File: src/rtl/mul_issue.sv
// Issue/sequencing control between the EX stage and an external multi-cycle multiplier.
// Owns the architectural HI/LO registers and folds MADD/MSUB accumulation into the write-back.
module mul_issue (
    input  logic        clk,
    input  logic        resetn,
    input  logic        ex_valid_i,
    input  logic [2:0]  ex_op_i,
    input  logic [31:0] rs_i,
    input  logic [31:0] rt_i,
    input  logic        flush_i,
    input  logic        mul_ready_i,
    input  logic [63:0] mul_result_i,
    output logic        mul_start_o,
    output logic        mul_annul_o,
    output logic        mul_signed_o,
    output logic [31:0] mul_opdata1_o,
    output logic [31:0] mul_opdata2_o,
    output logic        stall_o,
    output logic [31:0] hi_o,
    output logic [31:0] lo_o,
    output logic        done_o
);

    typedef enum logic [1:0] {
        IDLE,
        BUSY,
        DRAIN,
        ABORT
    } state_t;

    typedef enum logic [2:0] {
        OP_NONE  = 3'b000,
        OP_MULT  = 3'b001,
        OP_MULTU = 3'b010,
        OP_MADD  = 3'b011,
        OP_MADDU = 3'b100,
        OP_MSUB  = 3'b101,
        OP_MSUBU = 3'b110,
        OP_RSVD  = 3'b111
    } op_t;

    state_t      state;
    op_t         ex_op;
    op_t         op_q;
    logic        mul_op;
    logic        issue_signed;
    logic [63:0] wr_val;

    assign ex_op        = op_t'(ex_op_i);
    assign mul_op       = ex_valid_i && (ex_op != OP_NONE) && (ex_op != OP_RSVD);
    assign issue_signed = (ex_op == OP_MULT) || (ex_op == OP_MADD) || (ex_op == OP_MSUB);

    // Write-back value uses the op latched at issue, never the live EX op.
    always_comb begin
        wr_val = mul_result_i;
        case (op_q)
            OP_MADD, OP_MADDU: wr_val = {hi_o, lo_o} + mul_result_i;
            OP_MSUB, OP_MSUBU: wr_val = {hi_o, lo_o} - mul_result_i;
            default:           wr_val = mul_result_i;
        endcase
    end

    always_comb begin
        stall_o = 1'b0;
        if (resetn) begin
            case (state)
                IDLE:         stall_o = mul_op && !flush_i;
                BUSY:         stall_o = !mul_ready_i;
                DRAIN, ABORT: stall_o = mul_op;
                default:      stall_o = 1'b0;
            endcase
        end
    end

    always_ff @(posedge clk) begin
        if (!resetn) begin
            state         <= IDLE;
            op_q          <= OP_NONE;
            mul_start_o   <= 1'b0;
            mul_annul_o   <= 1'b0;
            mul_signed_o  <= 1'b0;
            mul_opdata1_o <= '0;
            mul_opdata2_o <= '0;
            hi_o          <= '0;
            lo_o          <= '0;
            done_o        <= 1'b0;
        end else begin
            done_o <= 1'b0;
            case (state)
                IDLE: begin
                    if (mul_op && !flush_i) begin
                        op_q          <= ex_op;
                        mul_opdata1_o <= rs_i;
                        mul_opdata2_o <= rt_i;
                        mul_signed_o  <= issue_signed;
                        mul_start_o   <= 1'b1;
                        state         <= BUSY;
                    end
                end
                BUSY: begin
                    // Flush beats a same-cycle ready: the result is discarded.
                    if (flush_i) begin
                        mul_start_o <= 1'b0;
                        mul_annul_o <= 1'b1;
                        state       <= ABORT;
                    end else if (mul_ready_i) begin
                        {hi_o, lo_o} <= wr_val;
                        done_o       <= 1'b1;
                        mul_start_o  <= 1'b0;
                        state        <= DRAIN;
                    end
                end
                DRAIN: begin
                    state <= IDLE;
                end
                ABORT: begin
                    mul_annul_o <= 1'b0;
                    state       <= IDLE;
                end
                default: begin
                    state <= IDLE;
                end
            endcase
        end
    end

endmodule

File: config.mk
export PLATFORM = sky130hd
export DESIGN_NAME = mul_issue
export DESIGN_NICKNAME = d
export VERILOG_FILES = /design/src/rtl/mul_issue.sv
export SDC_FILE = /design/constraint.sdc
export NUM_CORES = 1
export LEC_CHECK = 0
export ABC_CLOCK_PERIOD_IN_PS = 5400
export CORE_ASPECT_RATIO = 2
export CORE_MARGIN = 1.5
export CORE_UTILIZATION = 40
export CTS_CLUSTER_SIZE = 25
export DETAILED_ROUTE_END_ITERATION = 6
export PLACE_DENSITY = 0.7
export SETUP_SLACK_MARGIN = 0.1
export SLEW_MARGIN = 20
export SYNTH_ARGS = -nofsm -noshare
export SYNTH_HDL_FRONTEND = slang
export SYNTH_SLANG_ARGS = --single-unit
File: constraint.sdc
create_clock -name clk -period 5.4 [get_ports clk]
set_input_delay 0.54 -clock clk [delete_from_list [all_inputs] [get_ports clk]]
set_output_delay 0.54 -clock clk [all_outputs]
set_load 0.005 [all_outputs]
==> run summary, run 1 <==
The flow ran to the end, and the final reports show no timing, DRC or antenna violations. Counting I/O delays and the setup requirement, the final critical path takes 5.15 ns. In this run the worst setup path begins at mul_result_i[5]. The power density over the cells came out at 197 nW/µm². After floorplanning, the core was divided into 83 placement rows. The sum of internal, switching and leakage power is 3070 µW.

The worst hold path stage count is 2. The number of buffers between clock root and the deepest sink came out at 2. The remaining design rule violation count is 0. Timing would allow up to 0.194 GHz. The worst-case vdd ir drop came out at 0.268 mV. The worst-path maximum fanout is 4. STA puts the critical path data required time at 5.75 ns. The vias after detailed routing came out at 12342. Across the run, the number of max-cap violations was 0. The pin count of the biggest net entering global routing came out at 68.

The yosys synthesis warning count is 0. The area growth from synthesis to layout is 50.0%. The static leakage is 0.00649 µW. The worst register-to-register path begins at op_q[0]$_SDFFE_PN0P_. The global-route wire length before repair is 63500 µm. At the pin with the least slew margin, the transition time is 1.06 ns.

The sequential fraction of the synthesis area is 0.265. TritonCTS built the clock tree. The half-perimeter wire length of the detailed placement result came out at 32000 µm. The worst flop-to-flop path endpoint is hi_o[10]$_SDFFE_PN0P_. The layout net count is 2049. The effective utilization at floorplan came out at 0.406. The critical path is of the in2reg type. The final wirelength came out at 41500 µm. For this run, the total global-route usage over all layers was measured as 0.310. The H-tree depth came out at 4.

For this run, the leading register cell type out of synthesis is sky130_fd_sc_hd__dfxtp_1. The pre-antenna-repair detailed-routing pass consisted of 7 iterations. The worst max-slew margin expressed relative to the limit came out at 0.291.

The number of antenna violations at the first check in global routing is 0. The worst setup path is captured at a register. The number of nets handed over by synthesis was 1643. The number of I/O port buffers is 268.

The max-slew violation count came out at 0. In the synthesized netlist the async set-or-reset flop fraction comes to 0. The total overflow reported by the global router came out at 0. Dividing the detail-routed wire length by the instance count gives 18.9 µm. Setup slack on the worst reg-to-reg path comes out at 0.77 ns. The detailed-route vias per instance came out at 5.61. The total CTS buffers is 17. The antenna violation net count after detailed routing is 0.

The number of enable flip-flop cells after synthesis came out at 0. The filler cell count in the final layout is 2429. The post-CTS clock slew at the launch and capture registers of the worst setup and hold paths is 0.07 ns. The synthesized flop and latch total is 137. The count of routing violations after the opening detailed-route iteration is 658.

Setup repair after global routing could not meet its margin everywhere. The average footprint of a synthesized cell is 7.19 µm². The ratio of cells with drive above 1 in the final layout is 0.156.

STA classifies the critical path startpoint as an input pin. The final setup skew came out at 0.0140 ns. The placeable core region came out at 25500 µm². The congestion estimate from routability-driven global placement came to 0.958. The final number of hold-violating endpoints came out at 0. The latest clock arrival within the worst-skew pair is 0.46 ns. The total of endpoints with negative setup slack in the final report is 0.

The final period utilization came out at 0.953. In this run the worst setup path terminates at hi_o[24]$_SDFFE_PN0P_. CTS placed an instance of sky130_fd_sc_hd__clkbuf_16 at the clock tree root. The number of global-route vias before repair is 12462.

The die covers 26900 µm². The die is 231 µm tall. CTS saw 137 sinks. At the end of the flow the core is filled with cells to 0.608.

The number of instances in the synthesized netlist is 1442. Measured in cells, the most critical reg-to-reg path has a length of 16. In this run the worst hold path is classified as reg2reg. The cell area that synthesis handed to floorplanning was 10400 µm². The total inserted antenna cells is 0.

Data arrives at the worst endpoint at 5.49 ns. The post-synthesis cell type count is 71. 269 I/O pins were placed. The die is 117 µm wide.
cells in the mapped netlist, drive strengths merged, types with 3 or more instances:
| master | n | area, µm² |
|---|---|---|
| a2111oi | 5 | 56.3 |
| a211oi | 11 | 82.6 |
| a21boi | 6 | 45.0 |
| a21o | 40 | 300 |
| a21oi | 187 | 940 |
| a221o | 3 | 30.0 |
| a221oi | 3 | 32.5 |
| a311oi | 26 | 228 |
| a31oi | 21 | 131 |
| and2 | 5 | 31.3 |
| and3 | 13 | 86.3 |
| buf | 7 | 37.5 |
| clkbuf | 82 | 308 |
| dfxtp | 137 | 2740 |
| ha | 64 | 801 |
| inv | 26 | 97.6 |
| nand2 | 302 | 1140 |
| nand2b | 9 | 56.3 |
| nand3 | 20 | 100 |
| nand3b | 5 | 41.3 |
| nand4 | 22 | 138 |
| nor2 | 105 | 394 |
| nor2b | 3 | 18.8 |
| nor3 | 30 | 150 |
| nor4 | 15 | 121 |
| o211ai | 10 | 75.1 |
| o21a | 3 | 22.5 |
| o21ai | 66 | 330 |
| o21bai | 20 | 161 |
| o22ai | 6 | 37.5 |
| o31ai | 17 | 128 |
| or2 | 4 | 25.0 |
| or3 | 14 | 87.6 |
| or4 | 3 | 26.3 |
| xnor2 | 73 | 639 |
| xor2 | 54 | 473 |
layout by cell type (no fill, tap or decap), types with 21 or more instances in the layout:
| cell type | instances |
|---|---|
| sky130_fd_sc_hd__nand2_1 | 300 |
| sky130_fd_sc_hd__clkdlybuf4s50_1 | 268 |
| sky130_fd_sc_hd__buf_4 | 207 |
| sky130_fd_sc_hd__a21oi_1 | 181 |
| sky130_fd_sc_hd__dfxtp_1 | 137 |
| sky130_fd_sc_hd__nor2_1 | 101 |
| sky130_fd_sc_hd__xnor2_1 | 72 |
| sky130_fd_sc_hd__ha_1 | 63 |
| sky130_fd_sc_hd__o21ai_0 | 58 |
| sky130_fd_sc_hd__xor2_1 | 52 |
| sky130_fd_sc_hd__a21o_1 | 40 |
| sky130_fd_sc_hd__nor3_1 | 30 |
| sky130_fd_sc_hd__a311oi_1 | 26 |
| sky130_fd_sc_hd__inv_1 | 25 |
| sky130_fd_sc_hd__nand4_1 | 22 |
| sky130_fd_sc_hd__a31oi_1 | 21 |
report_power, final:
part | leakage [µW] | switching, µW | internal (µW)
Clock | 0.000301 | 594 | 633
Sequential | 0.00111 | 27.4 | 1050
Combinational | 0.00508 | 384 | 381
Total | 0.00649 | 1000 | 2060
critical path, stage by stage:
cell	delay, ns
sky130_fd_sc_hd__clkdlybuf4s50_1	0.42
sky130_fd_sc_hd__or3_4	0.40
sky130_fd_sc_hd__or3_4	0.37
sky130_fd_sc_hd__nor3b_4	0.26
sky130_fd_sc_hd__buf_4	0.15
sky130_fd_sc_hd__and4b_2	0.29
sky130_fd_sc_hd__nand2_2	0.13
sky130_fd_sc_hd__o21ai_1	0.21
sky130_fd_sc_hd__xor2_1	0.17
sky130_fd_sc_hd__ha_1	0.29
sky130_fd_sc_hd__buf_4	0.16
sky130_fd_sc_hd__a21o_1	0.16
sky130_fd_sc_hd__a21o_1	0.16
sky130_fd_sc_hd__a21oi_1	0.16
sky130_fd_sc_hd__o21ai_0	0.13
sky130_fd_sc_hd__a221oi_1	0.43
sky130_fd_sc_hd__a21oi_2	0.16
sky130_fd_sc_hd__o211ai_1	0.27
sky130_fd_sc_hd__nand2_1	0.11
sky130_fd_sc_hd__xnor2_1	0.15
sky130_fd_sc_hd__a2111oi_2	0.35
layout make-up:
type                    count  area [µm²]  area share
clock buffers              17         425      0.0274
clock inverters            15         196      0.0126
inverters                  26         100     0.00644
multi-input cells        1190        7400       0.476
flip-flops and latches    137        2740       0.176
well taps                 340         425      0.0274
repair buffers            476        4250       0.273
metrics by stage:
stage                     setup slack [ns]  cell area (µm²)  cells  hold WS [ns]  TNS (ns)
after floorplan                      0.266            10400   1442         0.453         0
after global placement              -0.418            14700   2166         0.441     -3.89
after detailed placement            -0.505            14700   2166         0.447     -4.88
after CTS                           0.0892            15400   2198         0.457         0
after global routing                0.0471            15500   2201         0.468         0
final                                0.254            15500   2201         0.454         0
worst min path at each step:
| stage | startpoint | to | slack (ns) |
|---|---|---|---|
| after detailed placement | mul_opdata1_o[27]$_SDFFE_PN0P_ | mul_opdata1_o[27]$_SDFFE_PN0P_ | 0.45 |
| final | mul_opdata1_o[27]$_SDFFE_PN0P_ | mul_opdata1_o[27]$_SDFFE_PN0P_ | 0.45 |
| after floorplan | mul_opdata1_o[0]$_SDFFE_PN0P_ | mul_opdata1_o[0]$_SDFFE_PN0P_ | 0.45 |
| after global placement | mul_opdata2_o[19]$_SDFFE_PN0P_ | mul_opdata2_o[19]$_SDFFE_PN0P_ | 0.44 |
| after global routing | mul_opdata1_o[9]$_SDFFE_PN0P_ | mul_opdata1_o[9]$_SDFFE_PN0P_ | 0.47 |
| after CTS | mul_opdata2_o[19]$_SDFFE_PN0P_ | mul_opdata2_o[19]$_SDFFE_PN0P_ | 0.46 |
timing repair:
action | in CTS | in global routing
gates cloned | 0 | 0
hold buffers | 0 | 0
resized for setup | 8 | 35
pin swaps | 0 | 14
hold endpoints to repair | 0 | 0
setup buffers | 0 | 3
setup endpoints to repair | 4 | 18
metal layers:
layer  vias to the layer above  global-route usage  part of all wire
met3                       192              0.0711             0.060
met2                       513               0.577              0.54
li1                       5923                   -                 -
met5                         -                   0                 0
met1                      5714               0.279              0.32
met4                         0               0.232             0.078
cells by family after synthesis:
group	after synthesis	share of synthesized area
XOR/XNOR	127	0.107
buffers and inverters	115	0.0427
multiplexers	1	0.000966
AO/OA/AOI/OAI	438	0.264
adder cells (fa/ha/maj)	65	0.0792
AND/OR/NAND/NOR	559	0.241
flip-flops	137	0.265
flip-flops by register name, summed over array words and instances (netlist names):
| signal | cells |
|---|---|
| mul_annul_o | 1 |
| mul_signed_o | 1 |
| mul_opdata1_o | 32 |
| mul_opdata2_o | 32 |
| done_o | 1 |
| hi_o | 32 |
| op_q | 3 |
| mul_start_o | 1 |
| lo_o | 32 |
| state | 2 |
No activity file was read; power rests on OpenSTA's default activity.
==> run 2, diff against run 1 <==
--- a/config.mk
+++ b/config.mk
@@ -6,10 +6,9 @@
 export NUM_CORES = 1
 export LEC_CHECK = 0
 export ABC_CLOCK_PERIOD_IN_PS = 5400
-export CORE_ASPECT_RATIO = 2
+export CORE_ASPECT_RATIO = 0.9
 export CORE_MARGIN = 1.5
 export CORE_UTILIZATION = 40
-export CTS_CLUSTER_SIZE = 25
 export DETAILED_ROUTE_END_ITERATION = 6
 export PLACE_DENSITY = 0.7
 export SETUP_SLACK_MARGIN = 0.1
==> run 2 against run 1 <==
  * The flow now finishes with violations (DRC)
  * Worst hold slack about the same
  * Global-route usage down 2.6 points
  * Wire length fell by 6.7%
  * Core utilization rose by 0.26 points
  * Final cell count fell by 0.32%
  * Register-to-register slack better by 0.09 ns
  * Worst setup slack better by 0.066 ns
  * Flip-flop and latch count did not move
  * Sequential power barely moved
  * Critical path depth grew 4
  * Critical path type unchanged
  * Highest routed layer unchanged
==> run summary, run 2 (same netlist as run 1, synthesis figures left out) <==
The critical path runs through a total of 25 cells. In this run the cell area measured after placement is 14700 µm². The number of buffers between clock root and the deepest sink came out at 2. The final route contains 12094 vias. The effective utilization at floorplan came out at 0.409. In this run the tool buffered the top-level ports with 268 buffer cells. Of the total power, the share spent switching nets is 0.320. Setup repair after global routing left no endpoint under its margin. The part of the power in combinational logic is 0.245. The final critical delay including setup and external delays came out at 5.08 ns.

The clock root buffer master is sky130_fd_sc_hd__clkbuf_16. The number of ports placed on the die boundary came out at 269. The total internal power came out at 2100 µW. In the layout the commonest cells are sky130_fd_sc_hd__nand2_1, sky130_fd_sc_hd__clkdlybuf4s50_1, sky130_fd_sc_hd__buf_4, sky130_fd_sc_hd__a21oi_1, sky130_fd_sc_hd__dfxtp_1. The clock sink count is 137. The detailed-route vias per instance is 5.51.

The worst max-slew margin expressed relative to the limit is 0.223. The sum of internal, switching and leakage power came out at 3100 µW. The worst register-to-register path ends at hi_o[16]$_SDFFE_PN0P_. The latest clock arrival within the worst-skew pair came out at 0.44 ns.

The count of routing violations after the opening detailed-route iteration came out at 983. The part of the total power dissipated in the clock network came out at 0.409. The startpoint type of the worst setup path is an input pin. For this design, the slowest cell found on the critical path is sky130_fd_sc_hd__clkdlybuf4s50_1. The die span in x came out at 173 µm. For this design the total switching power over the nets is 992 µW.

The total number of placement rows came out at 55. The global-route wire length before repair is 62000 µm. In this run the worst setup path begins at mul_result_i[5]. The run finished, with violations left. The cell family contributing the most delay on the critical path is simple AND/OR/NAND/NOR gates. The final period utilization came out at 0.941. The setup TNS is 0 ns. The part of the power in registers is 0.346.

Leaving out fill and tap cells, the most frequent cell in the layout is sky130_fd_sc_hd__nand2_1. The most critical setup path has its endpoint at hi_o[31]$_SDFFE_PN0P_. The final core utilization is 0.611. The critical path class is in2reg. The routability-driven placement congestion ratio is 0.954.

The max-slew violation count came out at 0. In this run the critical register-to-register path is launched from op_q[0]$_SDFFE_PN0P_. The antenna violation net count after detailed routing came out at 0.

The number of hold-repair buffers added at the cts stage is 0. The remaining design rule violation count is 3. Power spread over the standard cell area amounts to 200 nW/µm². The clock tree from TritonCTS is built. The wire-length estimate of the detail-placed layout is 29100 µm. The maximum operating frequency is 0.197 GHz. The number of global-route vias before repair is 11885.

The aggregate global-route resource usage is 0.283. The tightest min-delay check is of the reg2reg type. The sum of buffers and inverters on the critical path came out at 4.

Fill cells in the final layout number 2307. The post-CTS clock slew at the launch and capture registers of the worst setup and hold paths is 0.07 ns. The layout net count came out at 2040. The largest incremental delay on the critical path came out at 0.41 ns.

Setup violations remaining at the end of the flow were counted as 0. The final reports fail on DRC. Dividing the detail-routed wire length by the instance count gives 17.7 µm. The static leakage came out at 0.00645 µW. The total inserted antenna cells came out at 0. The final hold slack came out at 0.454 ns. The kind of end point of the critical path is a register.

The area growth from synthesis to layout is 49.3%. The total overflow reported by the global router came out at 0. The number of antenna violations at the first check in global routing came out at 0. The final number of hold-violating endpoints came out at 0. The pin count of the biggest net entering global routing is 83. The signal arrival time at the worst endpoint is 5.44 ns. The height of the die is 156 µm.

The count of maximum capacitance violations came out at 0. The data required time of the critical path came out at 5.76 ns. The placeable core region is 25300 µm².

At the pin with the least slew margin, the transition time is 1.16 ns. The die covers 26900 µm². In this run the worst path has a maximum fanout of 6. The final setup skew is 0.0149 ns.

Of the cells placed in the final design, the portion with a size suffix greater than 1 is 0.151. The count of TritonRoute iterations in the first routing pass is 7. Buffers inserted during clock tree synthesis total 17.

The H-tree depth came out at 4. Counting cells, the worst reg-to-reg path comes to 21. After routing the design area is 15500 µm². VDD sags by at most 0.211 mV.

The final wirelength came out at 38700 µm. The cell that appears most often on the critical path is sky130_fd_sc_hd__buf_4. The slack of the worst reg-to-reg path came out at 0.86 ns.
==> run 2: changes by cell type in the layout (fill, tap and decap cells not counted), sizes merged <==
cell / delta
bufinv: +1
buf: -9
clkinv: -4
inv: +3
==> run 2: per-stage QoR <==
step | instances | setup slack (ns)
after floorplan | 1442 | 0.266
after detailed placement | 2161 | -0.500
after global routing | 2194 | 0.0870
after global placement | 2161 | -0.308
final | 2194 | 0.320
after CTS | 2193 | 0.133
==> run 2: repair_timing <==
action,4_1_cts,5_1_grt
cloned,0,0
endpoints found under the setup margin,4,14
gates resized for setup,4,35
pin swaps,0,11
endpoints found under the hold margin,0,0
buffers inserted,0,0
==> run 2: cell type report <==
class / instances / area [µm²] / share of cell area
multi-input cells: 1190 / 7370 / 0.477
inverters: 26 / 100 / 0.00647
repair buffers: 467 / 4200 / 0.272
well taps: 342 / 428 / 0.0277
clock buffers: 17 / 425 / 0.0275
flip-flops and latches: 137 / 2740 / 0.177
clock inverters: 15 / 198 / 0.0128
==> run 2: power by group through the flow <==
| stage | clock network, µW | registers, µW | logic (µW) |
|---|---|---|---|
| floorplan | 0 | 1090 | 352 |
| global placement | 0 | 1090 | 732 |
| detailed placement | 0 | 1100 | 739 |
| CTS | 1280 | 1070 | 746 |
| global route | 1330 | 1080 | 825 |
| finish | 1270 | 1070 | 759 |
==> run 2: how the worst min path moves through the flow <==
stage	startpoint	end	slack (ns)	cells past startpoint
after floorplan	mul_opdata1_o[0]$_SDFFE_PN0P_	mul_opdata1_o[0]$_SDFFE_PN0P_	0.45	2
after global placement	mul_opdata1_o[20]$_SDFFE_PN0P_	mul_opdata1_o[20]$_SDFFE_PN0P_	0.44	2
after detailed placement	mul_opdata2_o[11]$_SDFFE_PN0P_	mul_opdata2_o[11]$_SDFFE_PN0P_	0.45	2
after CTS	mul_opdata2_o[9]$_SDFFE_PN0P_	mul_opdata2_o[9]$_SDFFE_PN0P_	0.46	2
after global routing	mul_opdata2_o[10]$_SDFFE_PN0P_	mul_opdata2_o[10]$_SDFFE_PN0P_	0.47	2
final	mul_opdata2_o[16]$_SDFFE_PN0P_	mul_opdata2_o[16]$_SDFFE_PN0P_	0.45	2
==> run 2: tightest hold or removal path: cells and delay by family (launching register included) <==
family	cells	cell delay, ns
compound gates	1	0.05
simple gates	1	0.05
flops	1	0.31
==> run 2: layer usage <==
metal	vias to the layer above	global-route usage	share of wire	routed length [µm]
met5	-	0	0	0
met4	0	0.0853	0.023	890
met3	67	0.0673	0.084	3260
met2	496	0.461	0.45	17600
met1	5612	0.373	0.44	17000
li1	5919	-	-	-
==> run 3, diff against run 2 <==
==> constraint.sdc (replaced) <==
create_clock -name clk -period 5.4 [get_ports clk]
set_input_delay 0.54 -clock clk [delete_from_list [all_inputs] [get_ports clk]]
set_output_delay 0.54 -clock clk [all_outputs]
set_load 0.02 [all_outputs]
==> results of run 3 <==
Same layout as run 2 (identical final DEF). Status: finished with violations: DRC.
Main changes from that run: total power 3100 µW -> 3140 µW
